<file path="src/rtl/flash_arb.sv">
// Two-port lock arbiter in front of the flash controller command interface.
// A granted port keeps the controller for a whole command sequence; owners alternate round-robin.
//
// state    | meaning
// ---------+-----------------------------------------------------------
// IDLE     | no owner, arbitrate pending requests (rr_ptr breaks ties)
// GRANT0   | port 0 owns the controller
// GRANT1   | port 1 owns the controller
// RELEASE  | one dead cycle, round-robin pointer moves to the other port
module flash_arb (
   input  logic        clk,
   input  logic        rst,
   input  logic        req0,
   input  logic        req1,
   output logic        gnt0,
   output logic        gnt1,
   output logic        err0,
   output logic        err1,
   input  logic        s0_wr_en,
   input  logic [24:0] s0_wr_addr,
   input  logic [15:0] s0_wr_data,
   output logic        s0_wr_done,
   input  logic        s0_rd_en,
   input  logic [24:0] s0_rd_addr,
   input  logic [16:0] s0_rd_length,
   output logic [15:0] s0_rd_data,
   output logic        s0_rd_valid,
   output logic        s0_rd_done,
   input  logic        s1_wr_en,
   input  logic [24:0] s1_wr_addr,
   input  logic [15:0] s1_wr_data,
   output logic        s1_wr_done,
   input  logic        s1_rd_en,
   input  logic [24:0] s1_rd_addr,
   input  logic [16:0] s1_rd_length,
   output logic [15:0] s1_rd_data,
   output logic        s1_rd_valid,
   output logic        s1_rd_done,
   output logic        m_wr_en,
   output logic [24:0] m_wr_addr,
   output logic [15:0] m_wr_data,
   input  logic        m_wr_done,
   output logic        m_rd_en,
   output logic [24:0] m_rd_addr,
   output logic [16:0] m_rd_length,
   input  logic [15:0] m_rd_data,
   input  logic        m_rd_valid,
   input  logic        m_rd_done
);

   typedef enum logic [3:0] {
      ST_IDLE    = 4'b0001,
      ST_GRANT0  = 4'b0010,
      ST_GRANT1  = 4'b0100,
      ST_RELEASE = 4'b1000
   } state_t;

   state_t state;
   state_t state_nxt;
   logic   busy;
   logic   rr_ptr;
   logic   owner;

   logic cmd0, cmd1;
   logic acc0, acc1;
   logic wr_acc0, wr_acc1, rd_acc0, rd_acc1;
   logic done_in;

   assign cmd0    = s0_wr_en | s0_rd_en;
   assign cmd1    = s1_wr_en | s1_rd_en;
   assign acc0    = (state == ST_GRANT0) & ~busy & (s0_wr_en ^ s0_rd_en);
   assign acc1    = (state == ST_GRANT1) & ~busy & (s1_wr_en ^ s1_rd_en);
   assign wr_acc0 = acc0 & s0_wr_en;
   assign rd_acc0 = acc0 & s0_rd_en;
   assign wr_acc1 = acc1 & s1_wr_en;
   assign rd_acc1 = acc1 & s1_rd_en;
   assign done_in = m_wr_done | m_rd_done;

   always_ff @(posedge clk or posedge rst) begin
      if (rst) begin
         state <= ST_IDLE;
      end else begin
         state <= state_nxt;
      end
   end

   // A done arriving this cycle counts as not busy so release lands one cycle after it.
   always_comb begin
      state_nxt = state;
      case (state)
         ST_IDLE: begin
            if (req0 && req1) begin
               state_nxt = rr_ptr ? ST_GRANT1 : ST_GRANT0;
            end else if (req0) begin
               state_nxt = ST_GRANT0;
            end else if (req1) begin
               state_nxt = ST_GRANT1;
            end
         end
         ST_GRANT0: begin
            if (!req0 && (!busy || done_in) && !cmd0) begin
               state_nxt = ST_RELEASE;
            end
         end
         ST_GRANT1: begin
            if (!req1 && (!busy || done_in) && !cmd1) begin
               state_nxt = ST_RELEASE;
            end
         end
         ST_RELEASE: state_nxt = ST_IDLE;
         default:    state_nxt = ST_IDLE;
      endcase
   end

   always_comb begin
      gnt0 = (state == ST_GRANT0);
      gnt1 = (state == ST_GRANT1);
   end

   always_ff @(posedge clk or posedge rst) begin
      if (rst) begin
         busy   <= 1'b0;
         rr_ptr <= 1'b0;
         owner  <= 1'b0;
      end else begin
         if (acc0 || acc1) begin
            busy <= 1'b1;
         end else if (done_in) begin
            busy <= 1'b0;
         end
         if (state == ST_GRANT0) begin
            owner <= 1'b0;
         end else if (state == ST_GRANT1) begin
            owner <= 1'b1;
         end
         if (state == ST_RELEASE) begin
            rr_ptr <= ~owner;
         end
      end
   end

   // Command path: one-cycle pulse, payload zero whenever nothing is forwarded.
   always_ff @(posedge clk or posedge rst) begin
      if (rst) begin
         m_wr_en     <= 1'b0;
         m_wr_addr   <= '0;
         m_wr_data   <= '0;
         m_rd_en     <= 1'b0;
         m_rd_addr   <= '0;
         m_rd_length <= '0;
         err0        <= 1'b0;
         err1        <= 1'b0;
      end else begin
         m_wr_en     <= wr_acc0 | wr_acc1;
         m_wr_addr   <= wr_acc0 ? s0_wr_addr : (wr_acc1 ? s1_wr_addr : '0);
         m_wr_data   <= wr_acc0 ? s0_wr_data : (wr_acc1 ? s1_wr_data : '0);
         m_rd_en     <= rd_acc0 | rd_acc1;
         m_rd_addr   <= rd_acc0 ? s0_rd_addr : (rd_acc1 ? s1_rd_addr : '0);
         m_rd_length <= rd_acc0 ? s0_rd_length : (rd_acc1 ? s1_rd_length : '0);
         err0        <= cmd0 & ~acc0;
         err1        <= cmd1 & ~acc1;
      end
   end

   // Response path: routed by the grant held when the response arrives.
   always_ff @(posedge clk or posedge rst) begin
      if (rst) begin
         s0_wr_done  <= 1'b0;
         s0_rd_data  <= '0;
         s0_rd_valid <= 1'b0;
         s0_rd_done  <= 1'b0;
         s1_wr_done  <= 1'b0;
         s1_rd_data  <= '0;
         s1_rd_valid <= 1'b0;
         s1_rd_done  <= 1'b0;
      end else begin
         s0_wr_done  <= gnt0 & m_wr_done;
         s0_rd_data  <= gnt0 ? m_rd_data : '0;
         s0_rd_valid <= gnt0 & m_rd_valid;
         s0_rd_done  <= gnt0 & m_rd_done;
         s1_wr_done  <= gnt1 & m_wr_done;
         s1_rd_data  <= gnt1 ? m_rd_data : '0;
         s1_rd_valid <= gnt1 & m_rd_valid;
         s1_rd_done  <= gnt1 & m_rd_done;
      end
   end

endmodule

</file>
<file path="config.mk">
export PLATFORM = sky130hd
export DESIGN_NAME = flash_arb
export DESIGN_NICKNAME = d
export VERILOG_FILES = /design/src/rtl/flash_arb.sv
export SDC_FILE = /design/constraint.sdc
export NUM_CORES = 1
export LEC_CHECK = 0
export CAP_MARGIN = 20
export CORE_AREA = 2 2 125 127
export DETAILED_ROUTE_END_ITERATION = 16
export DIE_AREA = 0 0 127 129
export PLACE_DENSITY = 0.73
export SLEW_MARGIN = 0
export SYNTH_ARGS = -nofsm -noshare
export SYNTH_HDL_FRONTEND = slang
export SYNTH_SLANG_ARGS = --single-unit
</file>
<file path="constraint.sdc">
create_clock -name clk -period 10.2 [get_ports clk]
set_input_delay 2.55 -clock clk [delete_from_list [all_inputs] [get_ports clk]]
set_output_delay 2.55 -clock clk [all_outputs]
set_load 0.01 [all_outputs]
</file>
==> metrics.md, run 1 <==
| Metric | Value |
|---|---|
| Status | `completed` |
| CP arrival | `2040 ps` |
| Pwr dens | `176 nW/um^2` |
| Port Buffers | `about 320` |
| Final period utilization | `45.0%` |
| Total grt overflow | `0` |
| Min-Delay Path Class | `register to register` |
| Via Count | `~4000` |
| Total leakage power | `3.85 nW` |
| Core area | `15000 sq um` |
| H-Tree Level Count | `4` |
| Final Cell Area | `8650 sq um` |
| WL final | `15800 um` |
| Synth top area share | `between 60 and 70%` |
| Clock Tree Root | `clkbuf_16` |
| Nets@finish | `831` |
| Die height | `129 um` |
| Boundary Pins | `between 300 and 400` |
| Clk_lat worst skew | `around 410 ps` |
| Synth Instances | `317` |
| Pin count of the biggest net entering global routing | `74` |
| Area post-placement | `between 8000 and 9000 sq um` |
| CP Class | `register to primary output` |
| CTS tree | `built` |
| Worst-Margin Slew | `slightly above 900 ps` |
| FMAX | `0.218 GHz` |
| FFs w/ async S/R, synth | `100%` |
| Synth area leader | `dfrtp_1` |
| Max-cap viol count | `0` |
| Initial antenna violation count | `0` |
| RSZ-0062 raised after global routing | `no` |
| Critical Path Start Type | `register` |
| DR iter-0 viols | `roughly 150` |
| Num rows | `45` |
| Setup repair bufs after CTS | `0` |
| Hold WS | `between 400 and 500 ps` |
| Vias in the first global route | `3970` |
| Syn avg cell area | `15.1 sq um` |
| Share of layout cells above drive strength 1 | `7.55%` |
| GP Congestion | `0.800` |
| Slew Limit Fails | `0` |
| Fin Setup TNS | `0 ps` |
| ANT cells | `0` |
| Die X | `about 130 um` |
| Final Util | `57.8%` |
| P&R area growth vs syn | `80.2%` |
| Antenna Nets Post-Route | `0` |
| Post-CTS Resized | `0` |
| Clock Tree Buf Depth | `2` |
| Synth Register Bits | `132` |
| Ys Warns | `0` |
| Area contributors post-synth | `dfrtp_1 68%, a22o_1 15%, and2_1 5.0%` |
| Cts bufs inserted | `17` |
| Sequential share of the synthesized area | `68.8%` |
| DPL Wire Length | `11800 um` |
| Clock Sinks | `132` |
| Detailed Routing Iterations Pass 1 | `4` |
| Fin Clk Skew | `roughly 3.3 ps` |
| Die area | `around 16000 sq um` |
| Critical path endpoint category | `primary output` |
| Min Tclk post-route | `4590 ps` |
| Slew Limit Headroom | `38.0%` |
| Final-report hold violation count | `0` |
| First-pass GRT wire length | `~23000 um` |
| Vias per cell | `approximately 4.6` |
| Final setup fails | `0` |
| CP required | `~7700 ps` |
| Clock slew seen by the registers of the worst setup and hold paths | `60 ps` |
| Library cells used by synthesis | `27` |
| Synth Flop Type | `dfrtp_1` |
| Number of flops mapped to enable cells by yosys | `0` |
| Syn_nets | `between 500 and 600` |
| Mapped cell area | `4800 sq um` |
| CTS Hold Bufs | `0` |
| WL per Instance | `18.9 um` |
| Critical path peak fanout | `27` |
| GRT Overall Usage | `18.7%` |
| Peak VDD IR | `0.109 mV` |
| Starting Density | `32.1%` |
| # DRC | `0` |
==> sequential cells by signal, summed over array words and instances, names as in the netlist, 4 cells and up <==
signal,count
m_rd_length,17
s0_rd_data,16
state,4
m_wr_data,16
s1_rd_data,16
m_rd_addr,25
m_wr_addr,25
==> synthesized netlist by cell type (3+ instances only) <==
library cell  count
buf_8             4
buf_4             3
clkbuf_1          4
and3_1            4
a22o_1           83
a21oi_1           3
and2_1           38
inv_1             6
nor2_1            3
buf_6            13
nor2b_1           4
dfrtp_1         131
==> critical path, stage by stage, from the launching register on <==
cell,delay [ps]
dfrtp_1,450
nor4b_4,280
buf_4,310
clkdlybuf4s50_1,590
==> where the power goes <==
part           total, mW  internal (mW)  switching (mW)
clock network      0.638          0.413           0.225
registers          0.599          0.574          0.0254
logic              0.289          0.177           0.112
total               1.53           1.16           0.362
==> cells by family (layout without fill, tap and decap cells) <==
family / after synthesis / count (layout) / synth area share [%]
DFF: 132 / 132 / 68.8
AOI/OAI and AO/OA: 93 / 93 / 16.5
and+or+nand+nor: 59 / 59 / 8.34
buffers and inverters: 30 / 362 / 5.55
adders and majority gates: 2 / 2 / 0.521
muxes: 1 / 1 / 0.234
==> area by class of cell <==
cell class / instances / area [sq um]
multi-input combinational: 155 / 1230
sequential: 132 / 3300
clock buffer: 18 / 439
inverter: 6 / 25.0
tap: 188 / 235
timing repair buffer: 324 / 3230
clock inverter: 14 / 185
fill: 1210 / 6320
==> per-layer routing <==
layer  track usage (%)  wire length [um]  share of wire (%)  vias to the layer above
li1                  -                 -                  -                     1773
met1              21.3              5880                 37                     1900
met2              32.5              8270                 52                      191
met3              6.11              1260                8.0                       28
met4              7.56               394                2.5                        0
met5                 0                 0                  0                        -
==> path summary, 6_finish.rpt <==
| check | start | to | cells after the start | slack [ps] |
|---|---|---|---|---|
| setup / recovery | state[3] | gnt1 | 3 | 5610 |
| hold reg to reg | owner | rr_ptr | 1 | 440 |
| setup reg to reg | state[3] | m_wr_addr[17] | 4 | 8050 |
| min in group asynchronous | rst | m_rd_length[7] | 2 | 2610 |
| hold / removal | owner | rr_ptr | 1 | 440 |
| max in group asynchronous | rst | m_rd_length[3] | 3 | 6140 |
==> through the flow <==
step / std cells / power (mW) / setup slack [ps]
final: 837 / 1.53 / 5610
after floorplan: 317 / 0.721 / 4130
after detailed placement: 805 / 0.900 / 5510
after global placement: 805 / 0.891 / 5610
after global routing: 837 / 1.59 / 5520
after CTS: 837 / 1.55 / 5560
==> cell usage in the layout, fill, tap and decap left out, types with 2 or more instances in the layout <==
master	instances
a21oi_1	3
nor4b_4	2
clkinvlp_4	3
clkbuf_16	17
clkinv_2	5
nor2b_1	4
or2_2	2
a22o_1	83
buf_4	5
and3_1	2
inv_1	5
clkdlybuf4s50_1	319
nor4b_1	2
nor2_1	3
bufinv_16	4
and3_2	2
a21boi_0	2
a31o_2	2
dfrtp_1	131
and2_1	38
ha_1	2
clkinv_4	2
Note: power is estimated with default switching activity, not from simulation.
==> inputs of run 2 (changes only) <==
Settings changed: CORE_AREA 2 2 125 127 to not set, CORE_MARGIN set to 2, CORE_UTILIZATION set to 32, DIE_AREA 0 0 127 129 to not set, PLACE_DENSITY 0.73 to 0.76.
Clock period 10.2 ns to 4.1 ns, I/O delays scaled along.
==> run 2 against run 1 <==
Against the previous run:
- clock-buffer cell count up 2
- non-clock buffer count up 3
- combinational power up 150%
- sequential share of layout area about the same
- sequential cell count unchanged
- critical path depth down 1
- die area down 2.3%
- first-iteration DRC count up 2.0%
- total power up 140%
- register-to-register slack worse by 6000 ps
- sequential power up 150%
- global-route usage up 0.63 points
- critical path type unchanged
==> metrics.md, run 2 (same netlist as run 1, synthesis figures left out) <==
| Metric | Value |
|---|---|
| Die height | `127 um (was 129 um)` |
| Via Count | `3886 (was 3892)` |
| Status | `completed (unchanged)` |
| Slew Limit Fails | `0 (unchanged)` |
| Max-cap viol count | `0 (unchanged)` |
| Initial antenna violation count | `0 (unchanged)` |
| Port Buffers | `319 (unchanged)` |
| Setup crit start | `state[3] (unchanged)` |
| Final WS setup | `1270 ps (was 5610 ps)` |
| Die area | `16000 sq um (was 16400 sq um)` |
| Commonest non-fill, non-tap cell in the layout | `clkdlybuf4s50_1 (unchanged)` |
| # DRC | `0 (unchanged)` |
| First-pass GRT wire length | `23300 um (was 22600 um)` |
| P&R area growth vs syn | `80.0% (was 80.2%)` |
| Final period utilization | `68.9%` |
| Area post-placement | `8050 sq um (was 8030 sq um)` |
| Die X | `127 um (about the same)` |
| DPL Wire Length | `11500 um (was 11800 um)` |
| Core area | `14600 sq um (was 15000 sq um)` |
| CP max stage cell | `clkdlybuf4s50_1 (unchanged)` |
| Detailed Routing Iterations Pass 1 | `4 (unchanged)` |
| Clock Sinks | `132 (unchanged)` |
| Clock Tree Buf Depth | `2 (unchanged)` |
| Critical Path Start Type | `register (unchanged)` |
| RSZ-0062 raised after global routing | `no (unchanged)` |
| Worst Hold Path Cells | `1 (unchanged)` |
| Final setup fails | `0 (unchanged)` |
| Final Cell Area | `8640 sq um (was 8650 sq um)` |
| CP Class | `register to primary output (unchanged)` |
| Clock Power Share | `40.5% (was 41.8%)` |
| DR iter-0 viols | `156 (was 153)` |
| WL final | `15400 um (was 15800 um)` |
| Critical path peak fanout | `4 (was 27)` |
| ANT cells | `0 (unchanged)` |
| Commonest cells after routing, fill and taps aside | `319 x clkdlybuf4s50_1, 131 x dfrtp_1, 83 x a22o_1 (unchanged)` |
| Int Pwr | `2.81 mW (was 1.16 mW)` |
| Num rows | `44 (was 45)` |
| Regs by FF count | `m_rd_addr (25), m_wr_addr (25), m_rd_length (17) (unchanged)` |
| Min Tclk post-route | `around 2800 ps` |
| Antenna Nets Post-Route | `0 (unchanged)` |
| Setup repair bufs after CTS | `0 (unchanged)` |
| Sw Ratio | `24.4% (was 23.7%)` |
| Starting Density | `32.9% (was 32.1%)` |
| Min-Delay Path Class | `register to register (unchanged)` |
| H-Tree Level Count | `4 (unchanged)` |
| CTS tree | `built (unchanged)` |
| Psw | `0.908 mW (was 0.362 mW)` |
| Fin Setup TNS | `0 ps (unchanged)` |
| Slowest stage delay, CP | `600 ps (was 590 ps)` |
| Boundary Pins | `320 (unchanged)` |
| Share of layout cells above drive strength 1 | `7.67% (was 7.55%)` |
| Nets@finish | `834 (was 831)` |
| Peak VDD IR | `0.264 mV (was 0.109 mV)` |
| Place WS | `1160 ps (was 5510 ps)` |
| Vias in the first global route | `4089 (was 3970)` |
| Sequential power share | `40.1% (was 39.3%)` |
| Hold Path Origin | `owner (unchanged)` |
| Non-filler cells in the finished layout | `836 (was 837)` |
| CTS Hold Bufs | `0 (unchanged)` |
| WL per Instance | `18.4 um (was 18.9 um)` |
| Pin count of the biggest net entering global routing | `73 (was 74)` |
| GP Congestion | `0.804 (was 0.800)` |
| Post-placement cell count | `804 (was 805)` |
| Worst R2R Path Depth | `5 (was 4)` |
| Pwr dens | `430 nW/um^2 (was 176 nW/um^2)` |
| CP required | `3070 ps (was 7650 ps)` |
| Clock Tree Root | `clkbuf_16 (unchanged)` |
| Cell Chain, Critical Path | `nor4b_4 -> clkdlybuf4s50_1 (was nor4b_4 -> buf_4 -> clkdlybuf4s50_1)` |
| Critical path endpoint category | `primary output (unchanged)` |
| Comb pwr share | `19.4% (was 18.9%)` |
| Post-CTS Resized | `0 (unchanged)` |
| Clock slew seen by the registers of the worst setup and hold paths | `60 ps (about the same)` |
| Cts bufs inserted | `17 (unchanged)` |
| Clk_lat worst skew | `410 ps (about the same)` |
| CP arrival | `1800 ps (was 2040 ps)` |
| Fin Clk Skew | `6.09 ps (was 3.34 ps)` |
| Total grt overflow | `0 (unchanged)` |
| Worst-Margin Slew | `910 ps (was 930 ps)` |
| Slew Limit Headroom | `39.4% (was 38.0%)` |
| Reg-to-Reg Start | `state[3] (unchanged)` |
| Total leakage power | `3.84 nW (was 3.85 nW)` |
| FMAX | `0.354 GHz` |
| GRT Overall Usage | `19.3% (was 18.7%)` |
| Final-report hold violation count | `0 (unchanged)` |
| Vias per cell | `4.65 (about the same)` |
## run 2: final cells by class
cell class / count / area (sq um)
multi-input combinational: 155 / 1230
tap: 184 / 230
fill: 1137 / 5950
timing repair buffer: 327 / 3250
inverter: 6 / 26.3
clock buffer: 20 / 467
clock inverter: 12 / 130
sequential: 132 / 3300
## run 2: worst paths after layout
path / to / slack (ps)
hold / removal: rr_ptr / 450
max in group asynchronous: m_wr_addr[21] / 2180
hold reg to reg: rr_ptr / 450
setup reg to reg: m_wr_addr[6] / 2040
setup / recovery: gnt1 / 1270
min in group asynchronous: m_rd_length[16] / 830
## run 2: power by group through the flow
stage	Clock [mW]	Combinational [mW]	Sequential (mW)
detailed placement	0	0.728	1.51
finish	1.51	0.722	1.49
global route	1.61	0.774	1.50
CTS	1.55	0.732	1.49
floorplan	0	0.238	1.56
global placement	0	0.713	1.51
## run 2: worst max-delay path, delay by kind of cell, from the launching register on
kind / cells / cell delay (ps)
buffers and inverters: 1 / 600
flip-flops: 1 / 440
AND/OR/NAND/NOR: 1 / 340
## run 2: metrics by stage
step	util [%]	power (mW)	hold WS (ps)
after floorplan	-	1.80	417
after global placement	55.1	2.22	434
after detailed placement	55.1	2.24	441
after CTS	59.2	3.77	455
after global routing	59.2	3.89	475
final	59.2	3.72	448
## run 2: routing by layer
metal | up-vias | share of wire (%) | track usage, %
li1 | 1778 | - | -
met2 | 157 | 54 | 34.7
met5 | - | 0 | 0
met1 | 1929 | 37 | 21.2
met4 | 0 | 1.8 | 6.92
met3 | 22 | 6.9 | 6.58
